## src/rtl/order_msg_parser_if.sv

```systemverilog
// Byte-stream input and decoded-message output of the order message parser.
// The parser sits on the slave side; the RX stage and consumer sit on master.
interface order_msg_parser_if #(
   parameter int unsigned CNT_W = 16
) ();
   logic [7:0]       in_byte;
   logic             in_valid;
   logic             in_last;
   logic             in_ready;
   logic             msg_valid;
   logic             msg_ready;
   logic [7:0]       msg_type;
   logic [15:0]      msg_sym;
   logic             msg_side;
   logic [31:0]      msg_price;
   logic [31:0]      msg_qty;
   logic             err_pulse;
   logic [CNT_W-1:0] msg_count;
   logic [CNT_W-1:0] err_count;

   modport master (
      output in_byte, in_valid, in_last, msg_ready,
      input  in_ready, msg_valid, msg_type, msg_sym, msg_side, msg_price, msg_qty,
      input  err_pulse, msg_count, err_count
   );

   modport slave (
      input  in_byte, in_valid, in_last, msg_ready,
      output in_ready, msg_valid, msg_type, msg_sym, msg_side, msg_price, msg_qty,
      output err_pulse, msg_count, err_count
   );
endinterface

```

## src/rtl/order_msg_parser.sv

```systemverilog
// Decodes fixed 12-byte big-endian order messages from a payload byte stream; malformed
// messages are dropped and counted, good ones are offered on a valid/ready handshake.
module order_msg_parser #(
   parameter logic [7:0]  TYPE_NEW = 8'h4F,
   parameter logic [7:0]  TYPE_CXL = 8'h58,
   parameter int unsigned CNT_W    = 16
) (
   input logic              clk,
   input logic              rst_n,
   order_msg_parser_if.slave bus
);

   typedef enum logic [1:0] {StIdle, StFields, StPad, StDrop} state_e;

   localparam logic [7:0] SideBuy  = 8'h42;
   localparam logic [7:0] SideSell = 8'h53;

   state_e           state_q, state_d;
   logic [3:0]       idx_q, idx_d;
   logic [87:0]      stage_q, stage_d;
   logic             msg_valid_q, msg_valid_d;
   logic [7:0]       type_q, type_d;
   logic [15:0]      sym_q, sym_d;
   logic             side_q, side_d;
   logic [31:0]      price_q, price_d;
   logic [31:0]      qty_q, qty_d;
   logic             err_q, err_d;
   logic [CNT_W-1:0] msg_cnt_q, msg_cnt_d;
   logic [CNT_W-1:0] err_cnt_q, err_cnt_d;

   logic        in_ready;
   logic        accept;
   logic        side_ok;
   logic [95:0] full;

   assign in_ready = !msg_valid_q || bus.msg_ready;
   assign accept   = bus.in_valid && in_ready;
   assign side_ok  = (bus.in_byte == SideBuy) || (bus.in_byte == SideSell);
   // Bytes 0..10 sit in stage_q; the byte being accepted completes the message.
   assign full     = {stage_q, bus.in_byte};

   always_comb begin
      state_d     = state_q;
      idx_d       = idx_q;
      stage_d     = stage_q;
      msg_valid_d = msg_valid_q && !bus.msg_ready;
      type_d      = type_q;
      sym_d       = sym_q;
      side_d      = side_q;
      price_d     = price_q;
      qty_d       = qty_q;
      err_d       = 1'b0;
      msg_cnt_d   = msg_cnt_q;
      err_cnt_d   = err_cnt_q;

      if (accept) begin
         unique case (state_q)
            StIdle: begin
               if (bus.in_byte == TYPE_NEW || bus.in_byte == TYPE_CXL) begin
                  stage_d = {stage_q[79:0], bus.in_byte};
                  idx_d   = 4'd1;
                  state_d = StFields;
                  // A payload ending right after the type byte is a truncated message.
                  err_d   = bus.in_last;
               end else if (bus.in_byte == 8'h00) begin
                  state_d = StPad;
               end else begin
                  err_d   = 1'b1;
                  state_d = StDrop;
               end
            end
            StFields: begin
               stage_d = {stage_q[79:0], bus.in_byte};
               idx_d   = idx_q + 4'd1;
               if (idx_q == 4'd3 && !side_ok) begin
                  err_d   = 1'b1;
                  state_d = StDrop;
               end else if (idx_q == 4'd11) begin
                  msg_valid_d = 1'b1;
                  type_d      = full[95:88];
                  sym_d       = full[87:72];
                  side_d      = (full[71:64] == SideSell);
                  price_d     = full[63:32];
                  qty_d       = full[31:0];
                  idx_d       = 4'd0;
                  state_d     = StIdle;
               end else begin
                  err_d = bus.in_last;
               end
            end
            default: ;
         endcase
         if (bus.in_last) begin
            state_d = StIdle;
            idx_d   = 4'd0;
         end
      end

      if (msg_valid_q && bus.msg_ready && msg_cnt_q != '1) begin
         msg_cnt_d = msg_cnt_q + 1'b1;
      end
      if (err_d && err_cnt_q != '1) begin
         err_cnt_d = err_cnt_q + 1'b1;
      end
   end

   always_ff @(posedge clk or negedge rst_n) begin
      if (!rst_n) begin
         state_q     <= StIdle;
         idx_q       <= 4'd0;
         stage_q     <= '0;
         msg_valid_q <= 1'b0;
         type_q      <= '0;
         sym_q       <= '0;
         side_q      <= 1'b0;
         price_q     <= '0;
         qty_q       <= '0;
         err_q       <= 1'b0;
         msg_cnt_q   <= '0;
         err_cnt_q   <= '0;
      end else begin
         state_q     <= state_d;
         idx_q       <= idx_d;
         stage_q     <= stage_d;
         msg_valid_q <= msg_valid_d;
         type_q      <= type_d;
         sym_q       <= sym_d;
         side_q      <= side_d;
         price_q     <= price_d;
         qty_q       <= qty_d;
         err_q       <= err_d;
         msg_cnt_q   <= msg_cnt_d;
         err_cnt_q   <= err_cnt_d;
      end
   end

   assign bus.in_ready  = in_ready;
   assign bus.msg_valid = msg_valid_q;
   assign bus.msg_type  = type_q;
   assign bus.msg_sym   = sym_q;
   assign bus.msg_side  = side_q;
   assign bus.msg_price = price_q;
   assign bus.msg_qty   = qty_q;
   assign bus.err_pulse = err_q;
   assign bus.msg_count = msg_cnt_q;
   assign bus.err_count = err_cnt_q;

endmodule
```

## src/flat_wrapper.sv

```systemverilog
// flat-port wrapper written by rule: the top's interface ports become plain ports
module order_msg_parser_flat 
#(
   parameter logic [7:0]  TYPE_NEW = 8'h4F,
   parameter logic [7:0]  TYPE_CXL = 8'h58,
   parameter int unsigned CNT_W    = 16
)
  (clk, rst_n, bus_in_byte, bus_in_valid, bus_in_last, bus_msg_ready, bus_in_ready, bus_msg_valid, bus_msg_type, bus_msg_sym, bus_msg_side, bus_msg_price, bus_msg_qty, bus_err_pulse, bus_msg_count, bus_err_count);
  order_msg_parser_if #(.CNT_W(CNT_W)) bus_i ();
  input logic clk;
  input logic rst_n;
  input wire logic [$bits(bus_i.in_byte)-1:0] bus_in_byte;
  input wire logic [$bits(bus_i.in_valid)-1:0] bus_in_valid;
  input wire logic [$bits(bus_i.in_last)-1:0] bus_in_last;
  input wire logic [$bits(bus_i.msg_ready)-1:0] bus_msg_ready;
  output wire logic [$bits(bus_i.in_ready)-1:0] bus_in_ready;
  output wire logic [$bits(bus_i.msg_valid)-1:0] bus_msg_valid;
  output wire logic [$bits(bus_i.msg_type)-1:0] bus_msg_type;
  output wire logic [$bits(bus_i.msg_sym)-1:0] bus_msg_sym;
  output wire logic [$bits(bus_i.msg_side)-1:0] bus_msg_side;
  output wire logic [$bits(bus_i.msg_price)-1:0] bus_msg_price;
  output wire logic [$bits(bus_i.msg_qty)-1:0] bus_msg_qty;
  output wire logic [$bits(bus_i.err_pulse)-1:0] bus_err_pulse;
  output wire logic [$bits(bus_i.msg_count)-1:0] bus_msg_count;
  output wire logic [$bits(bus_i.err_count)-1:0] bus_err_count;
  assign bus_i.in_byte = bus_in_byte;
  assign bus_i.in_valid = bus_in_valid;
  assign bus_i.in_last = bus_in_last;
  assign bus_i.msg_ready = bus_msg_ready;
  assign bus_in_ready = bus_i.in_ready;
  assign bus_msg_valid = bus_i.msg_valid;
  assign bus_msg_type = bus_i.msg_type;
  assign bus_msg_sym = bus_i.msg_sym;
  assign bus_msg_side = bus_i.msg_side;
  assign bus_msg_price = bus_i.msg_price;
  assign bus_msg_qty = bus_i.msg_qty;
  assign bus_err_pulse = bus_i.err_pulse;
  assign bus_msg_count = bus_i.msg_count;
  assign bus_err_count = bus_i.err_count;
  order_msg_parser #(.TYPE_NEW(TYPE_NEW), .TYPE_CXL(TYPE_CXL), .CNT_W(CNT_W)) u_core (.clk(clk), .rst_n(rst_n), .bus(bus_i));
endmodule
```

## config.mk

```make
export PLATFORM = sky130hd
export DESIGN_NAME = order_msg_parser_flat
export DESIGN_NICKNAME = d
export VERILOG_FILES = /design/src/rtl/order_msg_parser_if.sv /design/src/rtl/order_msg_parser.sv /design/src/flat_wrapper.sv
export SDC_FILE = /design/constraint.sdc
export NUM_CORES = 1
export LEC_CHECK = 0
export ABC_CLOCK_PERIOD_IN_PS = 2200
export BUFFER_PORTS_ARGS = -buffer_cell sky130_fd_sc_hd__buf_2
export CAP_MARGIN = 20
export CORE_MARGIN = 2
export CORE_UTILIZATION = 43
export CTS_BUF_LIST = sky130_fd_sc_hd__clkbuf_2 sky130_fd_sc_hd__clkbuf_4 sky130_fd_sc_hd__clkbuf_8
export DETAILED_ROUTE_END_ITERATION = 16
export GPL_TIMING_DRIVEN = 0
export PLACE_DENSITY = 0.68
export SLEW_MARGIN = 10
export SYNTH_ARGS = -nofsm -noshare
export SYNTH_HDL_FRONTEND = slang
export SYNTH_SLANG_ARGS = --single-unit
```

## constraint.sdc

```tcl
create_clock -name clk -period 2.2 [get_ports clk]
set_input_delay 0.55 -clock clk [delete_from_list [all_inputs] [get_ports clk]]
set_output_delay 0.55 -clock clk [all_outputs]
set_load 0.02 [all_outputs]
```

==> results of run 1 <==
[worst paths after layout]
path                                         start                  endpoint  slack [ns]  cells after the start
hold / removal                      bus_in_byte[0]         u_core.stage_q[0]        0.28                      2
setup / recovery                    bus_in_byte[0]  u_core.bus.err_count[12]        0.02                      8
setup reg to reg                   u_core.idx_q[0]  u_core.bus.err_count[12]        0.11                      8
min in group asynchronous                    rst_n  u_core.bus.msg_price[17]        0.51                      2
max in group asynchronous                    rst_n           u_core.idx_q[3]        0.56                      4
hold reg to reg            u_core.bus.err_count[7]   u_core.bus.err_count[7]        0.49                      1
[critical path, cell delays in order]
cell and delay (ns):
buf_8 0.10, or4b_4 0.54, a2111oi_4 0.47, a2111oi_2 0.13
or2_1 0.24, buf_6 0.14, nand4_1 0.11, mux2_4 0.30
[stage by stage]
stage               setup WS, ns  setup TNS [ns]  hold slack (ns)  utilization (%)  cell area [µm²]
floorplan                 -0.232           -4.76            0.254                -             8640
global placement           -2.83         -698.75            0.467             49.4             9650
detailed placement        -0.755          -96.27            0.456             49.8             9720
CTS                       0.0208               0            0.266             53.7            10500
global route             -0.0608          -0.164            0.254             54.0            10500
finish                    0.0194               0            0.282             54.0            10500
[cells in the final DEF (no fill, tap or decap), types with 4 or more instances in the layout]
| cell type | count |
|---|---|
| dfrtp_1 | 217 |
| mux2_2 | 176 |
| buf_2 | 131 |
| clkbuf_8 | 44 |
| xnor2_1 | 24 |
| nand2_1 | 21 |
| nand4_1 | 15 |
| nor2_1 | 12 |
| buf_6 | 11 |
| clkbuf_4 | 11 |
| clkbuf_2 | 9 |
| and3_1 | 9 |
| nand3_1 | 7 |
| clkinv_2 | 6 |
| nand2b_1 | 5 |
| xor2_1 | 5 |
| inv_1 | 4 |
| nand3_2 | 4 |
| a31oi_1 | 4 |
[per-layer routing]
layer  vias to the layer above  track usage [%]  share of wire [%]
li1                       2407                -                  -
met1                      2696             22.4                 43
met4                         0             5.15                1.7
met3                        32             4.78                5.7
met2                       138             28.9                 50
met5                         -                0                  0
[power by group through the flow]
| stage | clock network [mW] | logic, mW | registers [mW] |
|---|---|---|---|
| after detailed placement | 0 | 1.33 | 5.44 |
| after global routing | 3.96 | 1.47 | 5.48 |
| final | 3.67 | 1.34 | 5.36 |
| after CTS | 3.76 | 1.34 | 5.37 |
| after floorplan | 0 | 0.937 | 5.23 |
| after global placement | 0 | 1.25 | 5.39 |
[cell type report]
class	count	area, µm²
multi-input cells	328	3060
flip-flops and latches	217	5430
inverters	4	15.0
clock inverters	9	75.1
plain buffers	22	173
clock buffers	54	681
fillers	1680	8980
repair buffers	140	785
well taps	265	332
[flip-flops by register name (all words and copies together) (netlist names)]
register and flops:
u_core.idx_q 4, u_core.state_q 2, u_core.bus.msg_qty 32, u_core.bus.err_count 16, u_core.bus.msg_count 16, u_core.bus.msg_type 8, u_core.bus.err_pulse 1, u_core.stage_q 88
u_core.bus.msg_sym 16, u_core.bus.msg_side 1, u_core.bus.msg_price 32, u_core.bus.msg_valid 1
[timing repair]
action                                 in CTS  in global routing
hold buffers                                1                  0
endpoints found under the hold margin      41                  0
pin swaps                                   0                  4
buffers inserted                            0                  1
setup endpoints to repair                  89                 10
resized for setup                           9                 16
[kinds of logic after synthesis]
| kind of cell | after synthesis | synth area share (%) |
|---|---|---|
| DFF | 217 | 63.4 |
| muxes | 179 | 23.5 |
| and+or+nand+nor | 94 | 6.12 |
| xor gates and xnor gates | 29 | 2.97 |
| buffers and inverters | 27 | 1.49 |
| AOI/OAI and AO/OA | 23 | 2.02 |
| adders and majority gates | 3 | 0.439 |
==> metrics.cfg, run 1 <==
[timing]
fin_crit_ns=2.18
setup_viol=0
fin_skew_ns=0.0140
maxSlewViolCount=0
maxSlewHeadroom_pct=51.0
worst-slew-pin-transition_ns=0.735
max_clock_freq_ghz=0.459
rsz0062_at_grt=yes
hold_viol=0
period_share_pct=99.1

[placed_design]
gp_congestion=0.809
dp_cells=975
portBuffers=136
hpwl_um=12600

[pwr]
clockPowerShare_pct=35.4
pwr-share-seq_pct=51.7
p_int_mw=7.61
p_comb_share_pct=12.9
leakage_nw=5.55
power_density_nw_per_um2=984
power.total_mw=10.4
ir_drop_uv=560
p_sw_share_pct=26.6
power.switching_mw=2.76

[global_route]
grt_pass1_vias=5665
antenna_found_initial=0
grt_max_degree=96
grt_util_all_layers_pct=17.4
grt_overflow=0
grt_pass1_wl_um=29800

[synthesis]
syn-num-nets=588
ys_warn_count=0
async_reset_ff_share_pct=100
yosys-top-cells-count=dfrtp_1, mux2_2, xnor2_1, nand2_1, nand4_1
synth_top_area_share_pct=63.4
seq_area_frac_synth_pct=63.4
post-synth-top-count-cell=dfrtp_1
synth_ff_type=dfrtp_1
synth_top_area_cell=dfrtp_1
synth.area.top_cells=dfrtp_1, mux2_2, xnor2_1, nand4_1, nand2_1
synth_area_per_cell_um2=15.0
synthCells=572
ys_ff_latch=217
synth-edff-count=0
syn_area_um2=8560
ys_types=46

[die]
rows=51
coreArea_um2=19500
dieArea_um2=21100
die_h_um=145
initial_core_util_pct=43.8
io_pins=137
die_w_um=145

[worst_setup_path]
cp-end-kind=flip-flop
crit_arrival_ns=2.59
critPathLaunchType=input port
worstPathMaxFanout=8
critPathRequiredTime_ns=2.61
crit_type=in -> reg

[clock_network]
cts-root-buf=clkbuf_8
tritoncts=yes
htreeDepth=2
insertion_delay_ns=0.51
cts_buffer_depth=3
clkTransAtPathRegs_ns=0.06
cts_made_buffers=37
clock_sink_count=217

[detailed_routing]
vias=5273
dr.pass1.iters=4
ant_nets=0
wirelength_um=18100
viasPerCell=5.08
drt_iter0_markers=263
routedWlPerCell_um=17.4
drcViolationCount=0

[final_layout]
drive_above_1_share_pct=53.4
num_antenna_cells=0
area.growth.synth_to_final_pct=23.2
nets=766
instances_no_fill=1039

[job]
maxCapViolCount=0

[min_path]
hold_class=in -> reg

[run_status]
status=finished clean

(Power assumes the default switching activity.)
==> run 2: changes to the inputs <==
--- a/config.mk
+++ b/config.mk
@@ -5,7 +5,7 @@
 export SDC_FILE = /design/constraint.sdc
 export NUM_CORES = 1
 export LEC_CHECK = 0
-export ABC_CLOCK_PERIOD_IN_PS = 2200
+export ABC_CLOCK_PERIOD_IN_PS = 2090
 export BUFFER_PORTS_ARGS = -buffer_cell sky130_fd_sc_hd__buf_2
 export CAP_MARGIN = 20
 export CORE_MARGIN = 2
==> constraint.sdc (replaced) <==
create_clock -name clk -period 2.09 [get_ports clk]
set_input_delay 0.5225 -clock clk [delete_from_list [all_inputs] [get_ports clk]]
set_output_delay 0.5225 -clock clk [all_outputs]
set_load 0.02 [all_outputs]
==> run 2 against run 1 <==
Compared with the run above: global-route usage up 0.35 points; routed wire length up 4.5%; clock power up 3%; the flow now finishes with violations (negative setup slack); critical path depth unchanged; final cell count up 1.4%; cell area up 4.2%; highest routed layer unchanged; largest cell class unchanged; core utilization up 2.3 points; clock skew up 0.0019 ns; count of clock-buffer cells in the layout up 4.
==> metrics.cfg, run 2 (synthesized netlist as in run 1, its figures left out) <==
[global_route]
grt_max_degree=103
grt_pass1_vias=5745
grt_overflow=0
use_met2_pct=29.3
antenna_found_initial=0
grt_util_all_layers_pct=17.7
met1_usage_pct=22.9
grt_pass1_wl_um=30400
grt_use_met3_pct=4.56
busiest_layer=met2

[timing]
setup_viol=74
fin_skew_ns=0.0159
maxSlewViolCount=0
rsz0062_at_grt=yes
period_share_pct=103
worst-slew-pin-transition_ns=0.521
fin_ws_ns=-0.0717
fin_crit_ns=2.16
max_clock_freq_ghz=0.463
hold_viol=0
maxSlewHeadroom_pct=65.3

[final_layout]
area.growth.synth_to_final_pct=28.4
regArea_um2=5430
drive_above_1_share_pct=55.4
layout_commonest_cell=dfrtp_1
regMostFlops=u_core.stage_q
multiInputGateArea_um2=3140
nets=783
instances_no_fill=1054
layout_common_cells=dfrtp_1, mux2_2, buf_2, clkbuf_8, xnor2_1
nFillCells=1620
largest_reg_flops=88
num_antenna_cells=0
finish.utilization_pct=56.3

[placed_design]
hpwl_um=12500
dp_cells=975
gp_congestion=0.859
portBuffers=136

[run_status]
violations=negative setup slack
status=finished with violations

[die]
dieArea_um2=21100
rows=51
die_h_um=145
die_w_um=145
io_pins=137
initial_core_util_pct=43.8
coreArea_um2=19500

[detailed_routing]
dr.pass1.iters=4
viasPerCell=5.09
ant_nets=0
routedWlPerCell_um=18.0
drt_iter0_markers=172
wirelength_um=18900
drcViolationCount=0
vias=5370

[worst_setup_path]
crit_type=in -> reg
crit_arrival_ns=2.55
critPathLaunchType=input port
worstPathMaxFanout=6
cp-end-kind=flip-flop
critPathRequiredTime_ns=2.48

[clock_network]
htreeDepth=2
tritoncts=yes
cts_made_buffers=36
clock_sink_count=217
clkTransAtPathRegs_ns=0.06
cts-root-buf=clkbuf_8
cts_buffer_depth=3
insertion_delay_ns=0.52

[job]
maxCapViolCount=0

[pwr]
ir_drop_uv=751
leakage_nw=5.77
power_density_nw_per_um2=1000

[min_path]
hold_class=in -> reg

[run 2: timing repair]
action	4_1_cts	5_1_grt
hold buffers	1	0
pin swaps	4	8
setup endpoints to repair	98	130
cloned	0	10
endpoints found under the hold margin	28	0
buffers inserted	5	4
gates resized for setup	16	39
[run 2: path summary, 6_finish.rpt]
path,startpoint,slack [ns],endpoint,cells past startpoint
max,bus_in_byte[2],-0.07,u_core.bus.err_count[12],8
min,bus_in_byte[0],0.28,u_core.bus.msg_qty[0],2
max reg2reg,u_core.idx_q[0],-0.01,u_core.bus.msg_sym[12],5
min reg2reg,u_core.bus.msg_price[22],0.50,u_core.bus.msg_price[22],1
max in group asynchronous,rst_n,0.84,u_core.state_q[0],3
min in group asynchronous,rst_n,0.45,u_core.stage_q[42],2
[run 2: final cells by class]
type	count	share of cell area, %
well taps	265	3.02
clock inverters	2	0.125
plain buffers	22	2.25
repair buffers	158	9.91
clock buffers	58	6.58
flip-flops and latches	217	49.4
multi-input cells	328	28.6
inverters	4	0.137
[run 2: worst max-delay path, cell delays in order]
cell	delay [ns]
buf_8	0.10
or4b_4	0.54
a2111oi_4	0.44
a2111oi_4	0.13
or2_1	0.25
buf_6	0.15
nand4_1	0.11
mux2_4	0.31
[run 2: report_power, final]
| group | leakage [nW] | internal [mW] | total, mW | switching [mW] |
|---|---|---|---|---|
| clock | 0.394 | 2.18 | 3.78 | 1.61 |
| sequential | 2.91 | 4.98 | 5.64 | 0.662 |
| combinational | 2.47 | 0.969 | 1.61 | 0.643 |
[run 2: per-stage QoR]
stage	setup WS (ns)	setup TNS, ns	instance area, µm²	hold WS, ns	power (mW)
final	-0.0717	-1.30	11000	0.275	11.0
after global routing	-0.103	-7.89	11000	0.266	11.6
after CTS	-0.0352	-0.0352	10600	0.252	11.0
after detailed placement	-0.666	-91.51	9740	0.398	7.12
after global placement	-2.98	-724.01	9670	0.465	6.99
after floorplan	-0.315	-12.21	8660	0.227	6.49
[run 2: per-layer routing]
layer	vias up	routed length (µm)
met5	-	0
met4	0	468
met3	43	966
met2	151	9400
met1	2739	8090
li1	2437	-
==> run 3: changes to the inputs <==
--- a/config.mk
+++ b/config.mk
@@ -14,6 +14,7 @@
 export DETAILED_ROUTE_END_ITERATION = 16
 export GPL_TIMING_DRIVEN = 0
 export PLACE_DENSITY = 0.68
+export RECOVER_POWER = 100
 export SLEW_MARGIN = 10
 export SYNTH_ARGS = -nofsm -noshare
 export SYNTH_HDL_FRONTEND = slang
==> run 3 against run 2 <==
Compared with the run above: the run still ends with negative setup slack left; largest power group unchanged; clock power about the same; sequential share of layout area increased by 0.87 points; register-to-register slack about the same.
==> metrics.cfg, run 3 (synthesized netlist as in run 1, its figures left out) <==
[run_status]
status=finished with violations
violations=negative setup slack

[worst_setup_path]
r2r-start=u_core.idx_q[0]
r2r-end=u_core.bus.msg_sym[12]
critPathLaunchType=input port
reg2reg_slack_ns=-0.02
crit_type=in -> reg
cp-end-kind=flip-flop
r2r_cells=5
critPathRequiredTime_ns=2.48
crit_arrival_ns=2.55
worstPathMaxFanout=6

[global_route]
grt_overflow=0
grt_util_all_layers_pct=17.7
grt_max_degree=103
grt_pass1_wl_um=30400
grt_pass1_vias=5745
antenna_found_initial=0

[placed_design]
gp_congestion=0.859
place_ws_ns=-0.666
portBuffers=136
hpwl_um=12500
dp_cells=975

[job]
maxCapViolCount=0

[die]
rows=51
io_pins=137
coreArea_um2=19500
initial_core_util_pct=43.8
die_h_um=145
dieArea_um2=21100
die_w_um=145

[detailed_routing]
wirelength_um=19000
dr.pass1.iters=4
drt_iter0_markers=198
vias=5359
ant_nets=0
routedWlPerCell_um=18.1
viasPerCell=5.08
drcViolationCount=0

[clock_network]
insertion_delay_ns=0.52
cts_buffer_depth=3
clock_sink_count=217
clkTransAtPathRegs_ns=0.06
cts_made_buffers=36
cts-root-buf=clkbuf_8
htreeDepth=2
tritoncts=yes

[timing]
max_clock_freq_ghz=0.463
fin_ws_ns=-0.0708
hold_viol=0
maxSlewHeadroom_pct=49.6
rsz0062_at_grt=yes
maxSlewViolCount=0
tns_ns=-1.51
period_share_pct=103
fin_crit_ns=2.16
worst-slew-pin-transition_ns=0.755
setup_viol=93
fin_skew_ns=0.0143

[pwr]
ir_drop_uv=750
clockPowerShare_pct=34.4
p_sw_share_pct=26.5
power_density_nw_per_um2=1020
power.switching_mw=2.92
leakage_nw=5.24
p_comb_share_pct=14.4
p_int_mw=8.10
pwr-share-seq_pct=51.3

[final_layout]
nets=783
regMostFlops=u_core.stage_q
instances_no_fill=1054
drive_above_1_share_pct=39.8
layout_commonest_cell=dfrtp_1
nFillCells=1676
layout_common_cells=dfrtp_1, mux2_2, clkbuf_1, clkbuf_8, xnor2_1
largest_reg_flops=88
area.growth.synth_to_final_pct=26.2
num_antenna_cells=0

[min_path]
hold_start=bus_in_byte[0]
hold_end=u_core.bus.msg_qty[0]
hold_class=in -> reg
min_path_cells=2

## run 3: changes by cell type in the layout (fill, tap and decap cells not counted)
| cell | delta |
|---|---|
| buf_2 | -123 |
| clkbuf_1 | +123 |
| buf_16 | -2 |
| clkbuf_8 | +1 |
| clkbuf_2 | +1 |
## run 3: power by group through the flow
stage	Clock, mW	Combinational (mW)	Sequential [mW]
2_1_floorplan	0	0.988	5.50
3_3_place_gp	0	1.31	5.67
3_5_place_dp	0	1.41	5.71
4_1_cts	3.89	1.45	5.65
5_1_grt	4.10	1.72	5.76
6_report	3.78	1.58	5.64
## run 3: worst max-delay path by stage
stage                        start                        to  slack (ns)  cells past startpoint
floorplan           bus_in_byte[1]  u_core.bus.err_count[12]       -0.31                      7
global placement             rst_n  u_core.bus.err_count[14]       -2.98                      1
detailed placement  bus_in_byte[1]   u_core.bus.err_count[1]       -0.67                      8
CTS                 bus_in_byte[2]  u_core.bus.err_count[12]       -0.04                      8
global route        bus_in_byte[3]  u_core.bus.err_count[12]       -0.10                      8
finish              bus_in_byte[2]  u_core.bus.err_count[12]       -0.07                      8
## run 3: through the flow
stage	hold WS (ns)	power, mW	area, µm²	utilization (%)
floorplan	0.227	6.49	8660	-
global placement	0.465	6.99	9670	49.5
detailed placement	0.398	7.12	9740	49.9
CTS	0.252	11.0	10600	54.2
global route	0.266	11.6	10800	55.3
finish	0.276	11.0	10800	55.3
## run 3: timing repair
item                                    CTS  global route
hold buffers                              1             0
setup buffers                             5             4
gates cloned                              0            10
pin swaps                                 4             8
gates resized for setup                  16            39
endpoints found under the setup margin   98           130
endpoints found under the hold margin    28             0
## run 3: worst max-delay path, cell delays in order
cell	delay (ns)
buf_8	0.10
or4b_4	0.54
a2111oi_4	0.44
a2111oi_4	0.13
or2_1	0.25
buf_6	0.14
nand4_1	0.11
mux2_4	0.31
## run 3: final cells by class
type                    instances  area, µm²  share of cell area (%)
multi-input cells             328       3140                    29.1
well taps                     265        332                    3.07
flip-flops and latches        217       5430                    50.3
plain buffers                  22        248                    2.29
clock inverters                 2       13.8                   0.127
repair buffers                158        900                    8.33
inverters                       4       15.0                   0.139
clock buffers                  58        723                    6.70
## run 3: routing by layer
metal	global-route usage (%)	part of all wire, %	vias to the layer above	wire [µm]
li1	-	-	2430	-
met1	22.9	43	2731	8160
met2	29.3	49	153	9410
met3	4.56	5.1	45	963
met4	6.03	2.6	0	495
met5	0	0	-	0
